### src/rtl/freq_meter.sv
// ---------------------------------------------------------------------------
// freq_meter
//
// Measures the frequency of an external square wave. It counts the rising
// edges of sig_in over a gate window of GATE_CYCLES clk cycles and reports
// the count once per window. It is the receiving end of the clock-divider /
// tick-generator output, so it is used at bring-up to read divider ratios
// back.
//
// Parameters:
//   GATE_CYCLES  gate window length in clk cycles (>= 2)
//   CNT_W        width of the edge counter and of count_out
//   SYNC_STAGES  synchronizer flops on sig_in (>= 2)
//
// Ports:
//   clk        system clock, all logic on its rising edge
//   rst        asynchronous active-high reset
//   en         measurement enable, synchronous to clk
//   sig_in     signal under measurement, asynchronous to clk
//   count_out  rising-edge count of the last completed window (saturating)
//   valid      one-cycle pulse when count_out/overflow are updated
//   overflow   last completed window had more edges than count_out can hold
// ---------------------------------------------------------------------------
module freq_meter #(
   parameter int GATE_CYCLES = 12000000,
   parameter int CNT_W       = 8,
   parameter int SYNC_STAGES = 2
) (
   input  logic             clk,
   input  logic             rst,
   input  logic             en,
   input  logic             sig_in,
   output logic [CNT_W-1:0] count_out,
   output logic             valid,
   output logic             overflow
);

   localparam int GATE_W = $clog2(GATE_CYCLES);

   // Gate counter value on the last cycle of a window.
   localparam logic [GATE_W-1:0] GATE_LAST = GATE_W'(GATE_CYCLES - 1);

   // Saturation value of the edge counter.
   localparam logic [CNT_W-1:0] CNT_MAX = '1;

   typedef enum logic {
      IDLE,
      MEASURE
   } state_t;

   state_t                 state;
   logic [GATE_W-1:0]      gate_cnt;
   logic [CNT_W-1:0]       edge_cnt;
   logic                   win_ovf;

   logic [SYNC_STAGES-1:0] sync_q;
   logic                   sig_prev;
   logic                   sig_sync;
   logic                   rise;
   logic                   edge_at_max;
   logic                   gate_end;
   logic [CNT_W-1:0]       edge_next;
   logic                   ovf_next;

   // sig_in is asynchronous, so it is brought into the clk domain through a
   // flop chain before anything looks at it. sig_prev holds the synchronized
   // value one cycle back for edge detection. Both run in every state, so a
   // signal that is already high when en asserts never looks like a fresh
   // edge.
   always_ff @(posedge clk or posedge rst) begin
      if (rst) begin
         sync_q   <= '0;
         sig_prev <= 1'b0;
      end else begin
         sync_q   <= {sync_q[SYNC_STAGES-2:0], sig_in};
         sig_prev <= sync_q[SYNC_STAGES-1];
      end
   end

   assign sig_sync = sync_q[SYNC_STAGES-1];
   assign rise     = sig_sync & ~sig_prev;

   // Saturating edge count including any rise seen this cycle. A rise that
   // arrives while the counter is already at its maximum is recorded in the
   // window overflow flag instead of wrapping the count.
   assign edge_at_max = (edge_cnt == CNT_MAX);
   assign edge_next   = (rise && !edge_at_max) ? edge_cnt + CNT_W'(1) : edge_cnt;
   assign ovf_next    = win_ovf | (rise & edge_at_max);
   assign gate_end    = (gate_cnt == GATE_LAST);

   // Measurement FSM. IDLE holds the window counters cleared until en is
   // seen. MEASURE runs windows back to back: on the last gate cycle the
   // result (including a rise in that very cycle) is published with a
   // one-cycle valid and the counters restart with no dead cycle, so a rise
   // on the next cycle already belongs to the following window. Dropping en
   // mid-window throws the partial count away and leaves the last published
   // result untouched.
   always_ff @(posedge clk or posedge rst) begin
      if (rst) begin
         state     <= IDLE;
         gate_cnt  <= '0;
         edge_cnt  <= '0;
         win_ovf   <= 1'b0;
         count_out <= '0;
         valid     <= 1'b0;
         overflow  <= 1'b0;
      end else begin
         valid <= 1'b0;
         case (state)
            IDLE: begin
               gate_cnt <= '0;
               edge_cnt <= '0;
               win_ovf  <= 1'b0;
               if (en) begin
                  state <= MEASURE;
               end
            end
            MEASURE: begin
               if (!en) begin
                  state    <= IDLE;
                  gate_cnt <= '0;
                  edge_cnt <= '0;
                  win_ovf  <= 1'b0;
               end else if (gate_end) begin
                  count_out <= edge_next;
                  overflow  <= ovf_next;
                  valid     <= 1'b1;
                  gate_cnt  <= '0;
                  edge_cnt  <= '0;
                  win_ovf   <= 1'b0;
               end else begin
                  gate_cnt <= gate_cnt + GATE_W'(1);
                  edge_cnt <= edge_next;
                  win_ovf  <= ovf_next;
               end
            end
            default: begin
               state <= IDLE;
            end
         endcase
      end
   end

endmodule

### config.mk
export PLATFORM = sky130hd
export DESIGN_NAME = freq_meter
export DESIGN_NICKNAME = d
export VERILOG_FILES = /design/src/rtl/freq_meter.sv
export SDC_FILE = /design/constraint.sdc
export NUM_CORES = 1
export LEC_CHECK = 0
export BUFFER_PORTS_ARGS = -buffer_cell sky130_fd_sc_hd__buf_4
export CORE_MARGIN = 3
export CORE_UTILIZATION = 45
export DETAILED_ROUTE_END_ITERATION = 7
export GPL_TIMING_DRIVEN = 0
export SYNTH_ARGS = -nofsm -noshare
export SYNTH_HDL_FRONTEND = slang
export SYNTH_SLANG_ARGS = --single-unit
export TNS_END_PERCENT = 20
### constraint.sdc
create_clock -name clk -period 2.2 [get_ports clk]
set_input_delay 0.22 -clock clk [delete_from_list [all_inputs] [get_ports clk]]
set_output_delay 0.22 -clock clk [all_outputs]
set_load 0.005 [all_outputs]
==> impl_results.md, run 1 <==
* Status: completed
* Final Hold Viols at 0
* Total Routing Usage GR at about 15%
* WL/cell at about 14 microns
* Routed Antenna Nets at 0
* CP startpoint: gate_cnt[14]
* Final #Nets at ~230
* Core area at 4470 sq um
* Design Area, Final at 2450 sq um
* Yosys warning count at 0
* P_sw at 0.309 mW
* Initial DRC count at 73
* Post-DP HPWL at 2810 microns
* Crit Path Category: reg2reg
* Finish-stage setup viols at 0
* R2R cell count at 5
* Worst r2r src: gate_cnt[14]
* Vias post-DR at 1441
* Cell taking the most area after synthesis: dfrtp_1
* DRC Markers at 0
* Internal power at 1.25 mW
* Slew Viols, Final at 0
* Sequential share of power at 55.9%
* Max Root-Sink Buffers at 2
* Share of layout cells above drive strength 1 at 15.6%
* Setup crit end kind: flip-flop
* Hold endpoint: sync_q[0]
* Grt total ovfl at 0
* First-pass GRT wire length at 6490 microns
* Sw frac at 19.8%
* Clock Latency Late Sink at 0.29 ns
* Register bit total from synthesis at 47
* Most used DFF post-synth: dfrtp_1
* Netlist cell types at 32
* Root Buffer: clkbuf_8
* Syn Area/Cell at 10.7 sq um
* Row count at 24
* Area added between synthesis and finish at 14.5%
* CTS Sinks at 47
* Top Ports at 14
* Min-delay src: sig_in
* Relative slew margins at 66.8%
* Final period util at 90.2%
* Post-CTS setup buffers at 0
* Clock-pin slew on the worst setup and hold paths at around 0.080 ns
* DP Area at 2320 sq um
* Number of max-cap violations at 0
* Worst-Margin Slew at 0.495 ns
* Element type at the critical path start: flip-flop
* # diodes at 0
* Class of the worst hold path: in2reg
* Min Tclk post-route at 1.98 ns
* Port Buf Inserts at 13
* Die X at between 70 and 80 microns
* Initial antenna violation count at 0
* Fmax at 504 MHz
* WL final at ~3800 microns
* R2r endpoint: count_out[1]
* Die ar. at 5620 sq um
* Worst Hold Depth at 1
* Worst Path Required at between 2 and 2.5 ns
* WP data arrival at 2.15 ns
* TritonCTS buffer count at 5
* Synth top area share at between 50% and 60%
* Gate power share at 3.1%
* Avg Vias per Cell at 5.22
* Seq/Total Area, Yosys at 54.9%
* Unrepaired setup endpoints after global routing: false
* Largest net degree at the start of global routing at 31
* DRT Pass-1 Iters at 3
* Leak at 1.07 nW
* P per Cell Area at 637 nW/um^2
* H-tree levels at 2
* GP Congestion at 0.816
* Syn Std Cell Area at 2140 sq um
* Initial Util at between 40% and 50%
* Post-Syn Instances at ~200
* Count of flip-flops with a built-in enable after synthesis at 0
* CTS tree: yes
* Peak supply drop at 325 uV
* Async S/R FF share, synth at 100%
* Synth cell count leaders: dfrtp_1, nor2_1, nand2_1, xnor2_1, xor2_1
* Crit path max fanout at 9
* Clk network pwr share at 41.0%
* R2R Setup Slk at 0.22 ns
* Post-CTS Resized at 0
* Number of global-route vias before repair at 1400
* Die Span Y at between 70 and 80 microns
* Final setup TNS at 0 ns
* Worst Skew at between 0.01 and 0.015 ns
* Net Count, Synth at 207
* Top-count cell post-synth: dfrtp_1
* Synth area leaders: dfrtp_1, nor2_1, xnor2_1, xor2_1, mux2i_1
-- stage by stage --
stage / cells / hold slack [ns] / setup WS, ns / utilization, % / total power, mW
global route: 276 / 0.0186 / 0.0607 / 54.8 / 1.63
global placement: 266 / 0.330 / 0.239 / 51.5 / 0.933
finish: 276 / 0.0373 / 0.217 / 54.8 / 1.56
detailed placement: 267 / 0.240 / 0.237 / 51.9 / 0.939
CTS: 276 / 0.0280 / 0.203 / 54.8 / 1.58
floorplan: 201 / 0.251 / 0.436 / - / 0.919
-- worst max-delay path by stage --
stage               slack, ns  depth (start not counted)            to
finish                   0.22                          5  count_out[1]
detailed placement       0.24                          5  count_out[1]
floorplan                0.44                          5  count_out[0]
global route             0.06                          5  count_out[1]
CTS                      0.20                          5  count_out[1]
global placement         0.24                          5  count_out[1]
-- power by group through the flow --
stage	combinational, mW	sequential [mW]	clock [mW]
final	0.0489	0.872	0.640
after detailed placement	0.0493	0.890	0
after floorplan	0.0300	0.889	0
after global placement	0.0432	0.890	0
after global routing	0.0562	0.874	0.696
after CTS	0.0508	0.873	0.660
-- cells by family after synthesis --
kind of cell               count (synthesis)  share of synthesized area [%]
DFF                                       47                           54.9
and+or+nand+nor                           95                           23.7
adders and majority gates                  2                           1.17
xor gates and xnor gates                  24                           9.82
muxes                                     12                           5.84
buffers and inverters                     13                           2.45
AOI/OAI and AO/OA                          8                           2.10
-- layer usage --
metal  GRT usage, %  share of wire [%]  vias up  wire length, microns
met5              0                  0        -                     0
met4           5.73                1.0        0                    38
met3           4.01                2.3        4                    86
met2           23.6                 48       14                  1830
met1           20.9                 49      706                  1840
li1               -                  -      717                     -
-- cell type report --
type | count | area, sq um
flip-flops and latches | 47 | 1180
clock buffers | 6 | 82.6
plain buffers | 3 | 15.0
inverters | 10 | 37.5
multi-input cells | 141 | 912
repair buffers | 15 | 128
well taps | 52 | 65.1
fillers | 390 | 2020
clock inverters | 2 | 35.0
-- state kept, by name, indices dropped and copies added (netlist names) --
register   cells
state          1
sync_q         2
count_out      8
edge_cnt       8
win_ovf        1
overflow       1
sig_prev       1
gate_cnt      24
valid          1
-- worst max-delay path: stages, from the launching register on --
cell and delay [ns]:
dfrtp_1 0.44, nor4_1 0.35, and3_1 0.21, nand3_1 0.14, nor2_4 0.34, mux2_2 0.39
-- cells in the final DEF, fill, tap and decap left out, types with 2 or more instances in the layout --
master / count
buf_4: 13
mux2_2: 3
xnor2_1: 12
and3_1: 4
a21oi_1: 3
nand2_1: 13
nand3_1: 11
nand4_1: 7
nor2b_1: 5
nor2_1: 35
or3_1: 2
nor3_1: 2
xor2_1: 12
inv_1: 9
mux2i_1: 8
and2_1: 2
nor4_1: 5
ha_1: 2
dfrtp_1: 47
buf_2: 3
o21ai_0: 3
clkbuf_8: 6
-- repair_timing --
| item | CTS | global route |
|---|---|---|
| endpoints found under the setup margin | 0 | 0 |
| hold endpoints to repair | 17 | 0 |
| hold buffers | 1 | 0 |
Power figures use the tool's default switching activity.
==> inputs of run 2 (changes only) <==
Settings changed: CORE_UTILIZATION 45 to 59, PLACE_DENSITY_LB_ADDON from default to 0.15.
==> impl_results.md, run 2 (synthesis results as in run 1) <==
* Number of global-route vias before repair at 1575 (+13%)
* Class of the worst hold path: in2async
* Clk network pwr share at 39.8% (-1.2 points)
* Status: completed
* Die X at 66.2 microns (-12%)
* Clock Latency Late Sink at 0.36 ns (+0.07 ns)
* CTS Sinks at 47 (unchanged)
* Worst setup margin at 0.243 ns (+0.0263 ns)
* Leak at 1.07 nW (about the same)
* Setup crit end kind: flip-flop
* Sequential share of power at 56.8% (+0.9 points)
* Largest net degree at the start of global routing at 43 (+39%)
* Share of layout cells above drive strength 1 at 15.0% (-0.58 points)
* Worst r2r src: gate_cnt[14]
* Peak supply drop at 481 uV (+48%)
* Post-DP HPWL at 2750 microns (-2.2%)
* Hold-fix buffers, CTS at 3 (+2)
* CTS tree: yes
* GP Congestion at 0.871 (+6.7%)
* DRT Pass-1 Iters at 5 (+2)
* Post-CTS setup buffers at 0 (unchanged)
* WL/cell at 14.1 microns (+2.5%)
* Worst Path Required at 2.46 ns (+0.09 ns)
* Commonest non-fill, non-tap cell in the layout: dfrtp_1
* Unrepaired setup endpoints after global routing: false
* H-tree levels at 2 (unchanged)
* First-pass GRT wire length at 6780 microns (+4.5%)
* Post-route insts no fill at 272 (-1.4%)
* Fillcell total at 248 (-36%)
* Final setup TNS at 0 ns (unchanged)
* Row count at 21 (-13%)
* R2r endpoint: count_out[1]
* Max FFs per register at 24 (unchanged)
* Largest regs: gate_cnt: 24 flops, count_out: 8 flops, edge_cnt: 8 flops
* Fmax at 511 MHz (+1.3%)
* Total Routing Usage GR at 20.9% (+5.5 points)
* Final period util at 89.0% (-1.2 points)
* Initial DRC count at 45 (-38%)
* Initial antenna violation count at 0 (unchanged)
* Clock-pin slew on the worst setup and hold paths at 0.13 ns (+0.05 ns)
* Final #Nets at 231 (+0.87%)
* DRC Markers at 0 (unchanged)
* Internal power at 1.24 mW (-0.78%)
* Top Ports at 14 (unchanged)
* Slew Viols, Final at 0 (unchanged)
* Worst Skew at 0.0101 ns (-0.000319 ns)
* # diodes at 0 (unchanged)
* WP data arrival at 2.21 ns (+0.06 ns)
* Min Tclk post-route at 1.96 ns (-0.0263 ns)
* Vias post-DR at 1516 (+5.2%)
* WL final at 3830 microns (+1.1%)
* Port Buf Inserts at 13 (unchanged)
* Number of max-cap violations at 0 (unchanged)
* Die ar. at 4390 sq um (-22%)
* Most frequent cells in the layout: dfrtp_1, nor2_1, nand2_1, buf_4
* Finish-stage setup viols at 0 (unchanged)
* Initial Util at 62.7% (+15 points)
* Grt total ovfl at 0 (unchanged)
* Crit path max fanout at 9 (unchanged)
* Sw frac at 19.2% (-0.64 points)
* Dpl cells at 261 (-2.2%)
* R2R cell count at 5 (unchanged)
* Max Root-Sink Buffers at 2 (unchanged)
* Routed Antenna Nets at 0 (unchanged)
* Gate power share at 3.4% (+0.3 points)
* Core area at 3420 sq um (-24%)
* Element type at the critical path start: flip-flop
* Post-CTS Resized at 0 (unchanged)
* Crit Path Category: reg2reg
* Avg Vias per Cell at 5.57 (+6.8%)
* Worst-Margin Slew at 0.532 ns (+0.0374 ns)
* Die Span Y at 66.2 microns (-12%)
* TritonCTS buffer count at 5 (unchanged)
* R2R Setup Slk at 0.24 ns (+0.03 ns)
* Multi-input logic area at 912 sq um (unchanged)
* P_sw at 0.294 mW (-4.8%)
* Relative slew margins at 64.2% (-2.5 points)
* Core Util, Final at 71.6% (+17 points)
* Biggest register: gate_cnt
* Root Buffer: clkbuf_4
* P per Cell Area at 628 nW/um^2 (-1.4%)
* Area added between synthesis and finish at 14.3%
* Pre-CTS WS at 0.256 ns (+0.0189 ns)
* Final Hold Viols at 0 (unchanged)
* Sequential Area at 1180 sq um (unchanged)
## run 2: final cells by class
type | instances | area share [%]
inverter | 10 | 1.53
clock inverter | 2 | 2.45
clock buffer | 6 | 1.69
buffer | 3 | 0.613
tap | 46 | 2.35
sequential | 47 | 48.1
multi-input combinational | 141 | 37.3
timing repair buffer | 17 | 6.03
## run 2: worst max-delay path by stage
stage	startpoint	endpoint	slack [ns]	cells after the start
final	gate_cnt[14]	count_out[1]	0.24	5
after global routing	gate_cnt[14]	count_out[1]	0.06	5
after CTS	gate_cnt[0]	gate_cnt[22]	0.23	6
after detailed placement	gate_cnt[14]	count_out[1]	0.26	5
after global placement	gate_cnt[14]	count_out[0]	0.25	5
after floorplan	gate_cnt[14]	count_out[0]	0.44	5
## run 2: through the flow
stage          hold WS (ns)  cell area [sq um]  total power, mW
2_1_floorplan         0.251               2140            0.919
3_3_place_gp          0.329               2300            0.933
3_5_place_dp          0.124               2320            0.939
4_1_cts               0.286               2450             1.55
5_1_grt               0.285               2450             1.60
6_report              0.286               2450             1.54
## run 2: power by group through the flow
stage	logic, mW	registers (mW)	clock network (mW)
3_3_place_gp	0.0431	0.889	0
5_1_grt	0.0597	0.875	0.669
2_1_floorplan	0.0300	0.889	0
3_5_place_dp	0.0491	0.890	0
6_report	0.0519	0.873	0.611
4_1_cts	0.0534	0.873	0.624
## run 2: layer usage
layer	vias up	GRT usage, %	share of wire (%)
met3	12	4.59	3.6
li1	723	-	-
met2	29	35.2	53
met4	0	12.9	2.5
met5	-	0	0
met1	752	23.8	41
## run 2: critical path, cell delays in order, from the launching register on
cell and delay (ns):
dfrtp_1 0.46, nor4_1 0.35, and3_1 0.20, nand3_1 0.14, nor2_4 0.33, mux2_2 0.38
==> inputs of run 3 (changes only) <==
Settings changed: CORE_UTILIZATION 59 to 45.
Clock period 2.2 ns to 1.7 ns, I/O delays scaled along.
==> impl_results.md, run 3 (synthesis results as in run 1) <==
* WL final at 4290 microns (+12%)
* Worst-Margin Slew at 0.372 ns (-0.160 ns)
* Number of global-route vias before repair at 1578 (+0.19%)
* DRC Markers at 0 (unchanged)
* Element type at the critical path start: flip-flop
* DRT Pass-1 Iters at 6 (+1)
* Finish-stage setup viols at 0 (unchanged)
* Largest regs: gate_cnt: 24 flops, count_out: 8 flops, edge_cnt: 8 flops
* Clock-pin slew on the worst setup and hold paths at 0.09 ns (-0.04 ns)
* Number of max-cap violations at 0 (unchanged)
* Leak at 1.19 nW (+11%)
* Design Area, Final at 2690 sq um (+9.9%)
* WP data arrival at 1.87 ns (-0.34 ns)
* H-tree levels at 2 (unchanged)
* Top Ports at 14 (unchanged)
* Final period util at 99.1% (+10 points)
* Avg Vias per Cell at 5.27 (-5.5%)
* Die X at 75.0 microns (+13%)
* Largest net degree at the start of global routing at 34 (-21%)
* Final setup TNS at 0 ns (unchanged)
* Clock Latency Late Sink at 0.30 ns (-0.06 ns)
* Commonest non-fill, non-tap cell in the layout: dfrtp_1
* Crit Path Category: reg2reg
* Status: completed
* Sequential Area at 1180 sq um (+0.21%)
* Vias post-DR at 1544 (+1.8%)
* Final #Nets at 246 (+6.5%)
* Pre-CTS WS at -0.298 ns (-0.554 ns)
* Slew Viols, Final at 0 (unchanged)
* Port Buf Inserts at 13 (unchanged)
* Share of layout cells above drive strength 1 at 24.9% (+9.9 points)
* TritonCTS buffer count at 5 (unchanged)
* DP Area at 2330 sq um (+0.81%)
* First-pass GRT wire length at 7310 microns (+8.0%)
* Relative slew margins at 75.0% (+11 points)
* Initial Util at 47.8% (-15 points)
* Core area at 4470 sq um (+31%)
* Grt total ovfl at 0 (unchanged)
* Fillcell total at 364 (+47%)
* Setup crit end kind: flip-flop
* WL/cell at 14.6 microns (+3.9%)
* Core Util, Final at 60.1% (-12 points)
* Die ar. at 5620 sq um (+28%)
* CTS tree: yes
* Peak supply drop at 447 uV (-7.2%)
* Unrepaired setup endpoints after global routing: true
* Total Routing Usage GR at 17.3% (-3.6 points)
* Crit path max fanout at 5 (-4)
* Biggest register: gate_cnt
* # diodes at 0 (unchanged)
* Hold_ws at 0.366 ns (+0.0805 ns)
* P per Cell Area at 801 nW/um^2 (+28%)
* Die Span Y at 75.0 microns (+13%)
* Max Root-Sink Buffers at 2 (unchanged)
* Class of the worst hold path: reg2reg
* Min Tclk post-route at 1.68 ns (-0.273 ns)
* Routed Antenna Nets at 0 (unchanged)
* CTS Sinks at 47 (unchanged)
* Worst setup margin at 0.0155 ns (-0.227 ns)
* Most frequent cells in the layout: dfrtp_1, nor2_1, buf_4
* Max FFs per register at 24 (unchanged)
* Multi-input logic area at 985 sq um (+8.0%)
* Row count at 24 (+14%)
* GP Congestion at 0.809 (-7.1%)
* Initial DRC count at 69 (+53%)
* Worst Path Required at 1.88 ns (-0.58 ns)
* Area added between synthesis and finish at 25.6%
* Post-DP HPWL at 2890 microns (+5.1%)
* Initial antenna violation count at 0 (unchanged)
* Fmax at 594 MHz (+16%)
* Worst Skew at 0.00942 ns (-0.000694 ns)
* Root Buffer: clkbuf_8
* Final Hold Viols at 0 (unchanged)
==> run 3: what timing repair did <==
| action | 4_1_cts | 5_1_grt |
|---|---|---|
| hold endpoints to repair | 16 | 0 |
| hold buffers | 3 | 0 |
| endpoints found under the setup margin | 35 | 39 |
| pin swaps | 3 | 7 |
| resized for setup | 7 | 12 |
| buffers inserted | 9 | 6 |
==> run 3: power breakdown <==
group / leakage, nW / internal [mW] / total [mW] / switching, mW
clock: 0.0654 / 0.588 / 0.952 / 0.364
sequential: 0.612 / 1.12 / 1.13 / 0.00556
combinational: 0.516 / 0.0272 / 0.0725 / 0.0454
total: 1.19 / 1.74 / 2.15 / 0.415
==> run 3: layout make-up <==
| class | instances | share of cell area (%) |
|---|---|---|
| Tap cell | 52 | 2.42 |
| Clock buffer | 6 | 2.70 |
| Inverter | 10 | 1.40 |
| Timing Repair Buffer | 32 | 9.96 |
| Multi-Input combinational cell | 141 | 36.6 |
| Buffer | 3 | 0.838 |
| Sequential cell | 47 | 43.8 |
| Clock inverter | 2 | 2.23 |
==> run 3: final timing paths <==
path / cells past startpoint / slack (ns) / end / from
setup / recovery: 5 / 0.02 / count_out[1] / gate_cnt[13]
hold / removal: 0 / 0.37 / sync_q[1] / sync_q[0]
setup reg to reg: 5 / 0.02 / count_out[1] / gate_cnt[13]
hold reg to reg: 0 / 0.37 / sync_q[1] / sync_q[0]
max in group asynchronous: 4 / 0.82 / gate_cnt[7] / rst
min in group asynchronous: 3 / 0.38 / sync_q[1] / rst
==> run 3: worst max-delay path, stage by stage (launching register included) <==
cell and delay [ns]:
dfrtp_1 0.43, nor4_2 0.28, and3_1 0.20, nand3_2 0.10, nor2_4 0.22, mux2_2 0.35
==> run 3: metal layers <==
layer / wire, microns / up-vias / GRT usage [%] / part of all wire [%]
met2: 2280 / 22 / 29.9 / 53
met5: 0 / - / 0 / 0
met4: 62 / 0 / 6.13 / 1.4
met3: 110 / 7 / 4.14 / 2.6
met1: 1830 / 762 / 20.9 / 43
li1: - / 753 / - / -
==> run 3: per-stage QoR <==
step,total power [mW],instances
5_1_grt,2.26,293
4_1_cts,2.18,287
3_5_place_dp,1.22,267
2_1_floorplan,1.19,201
6_report,2.15,293
3_3_place_gp,1.21,266
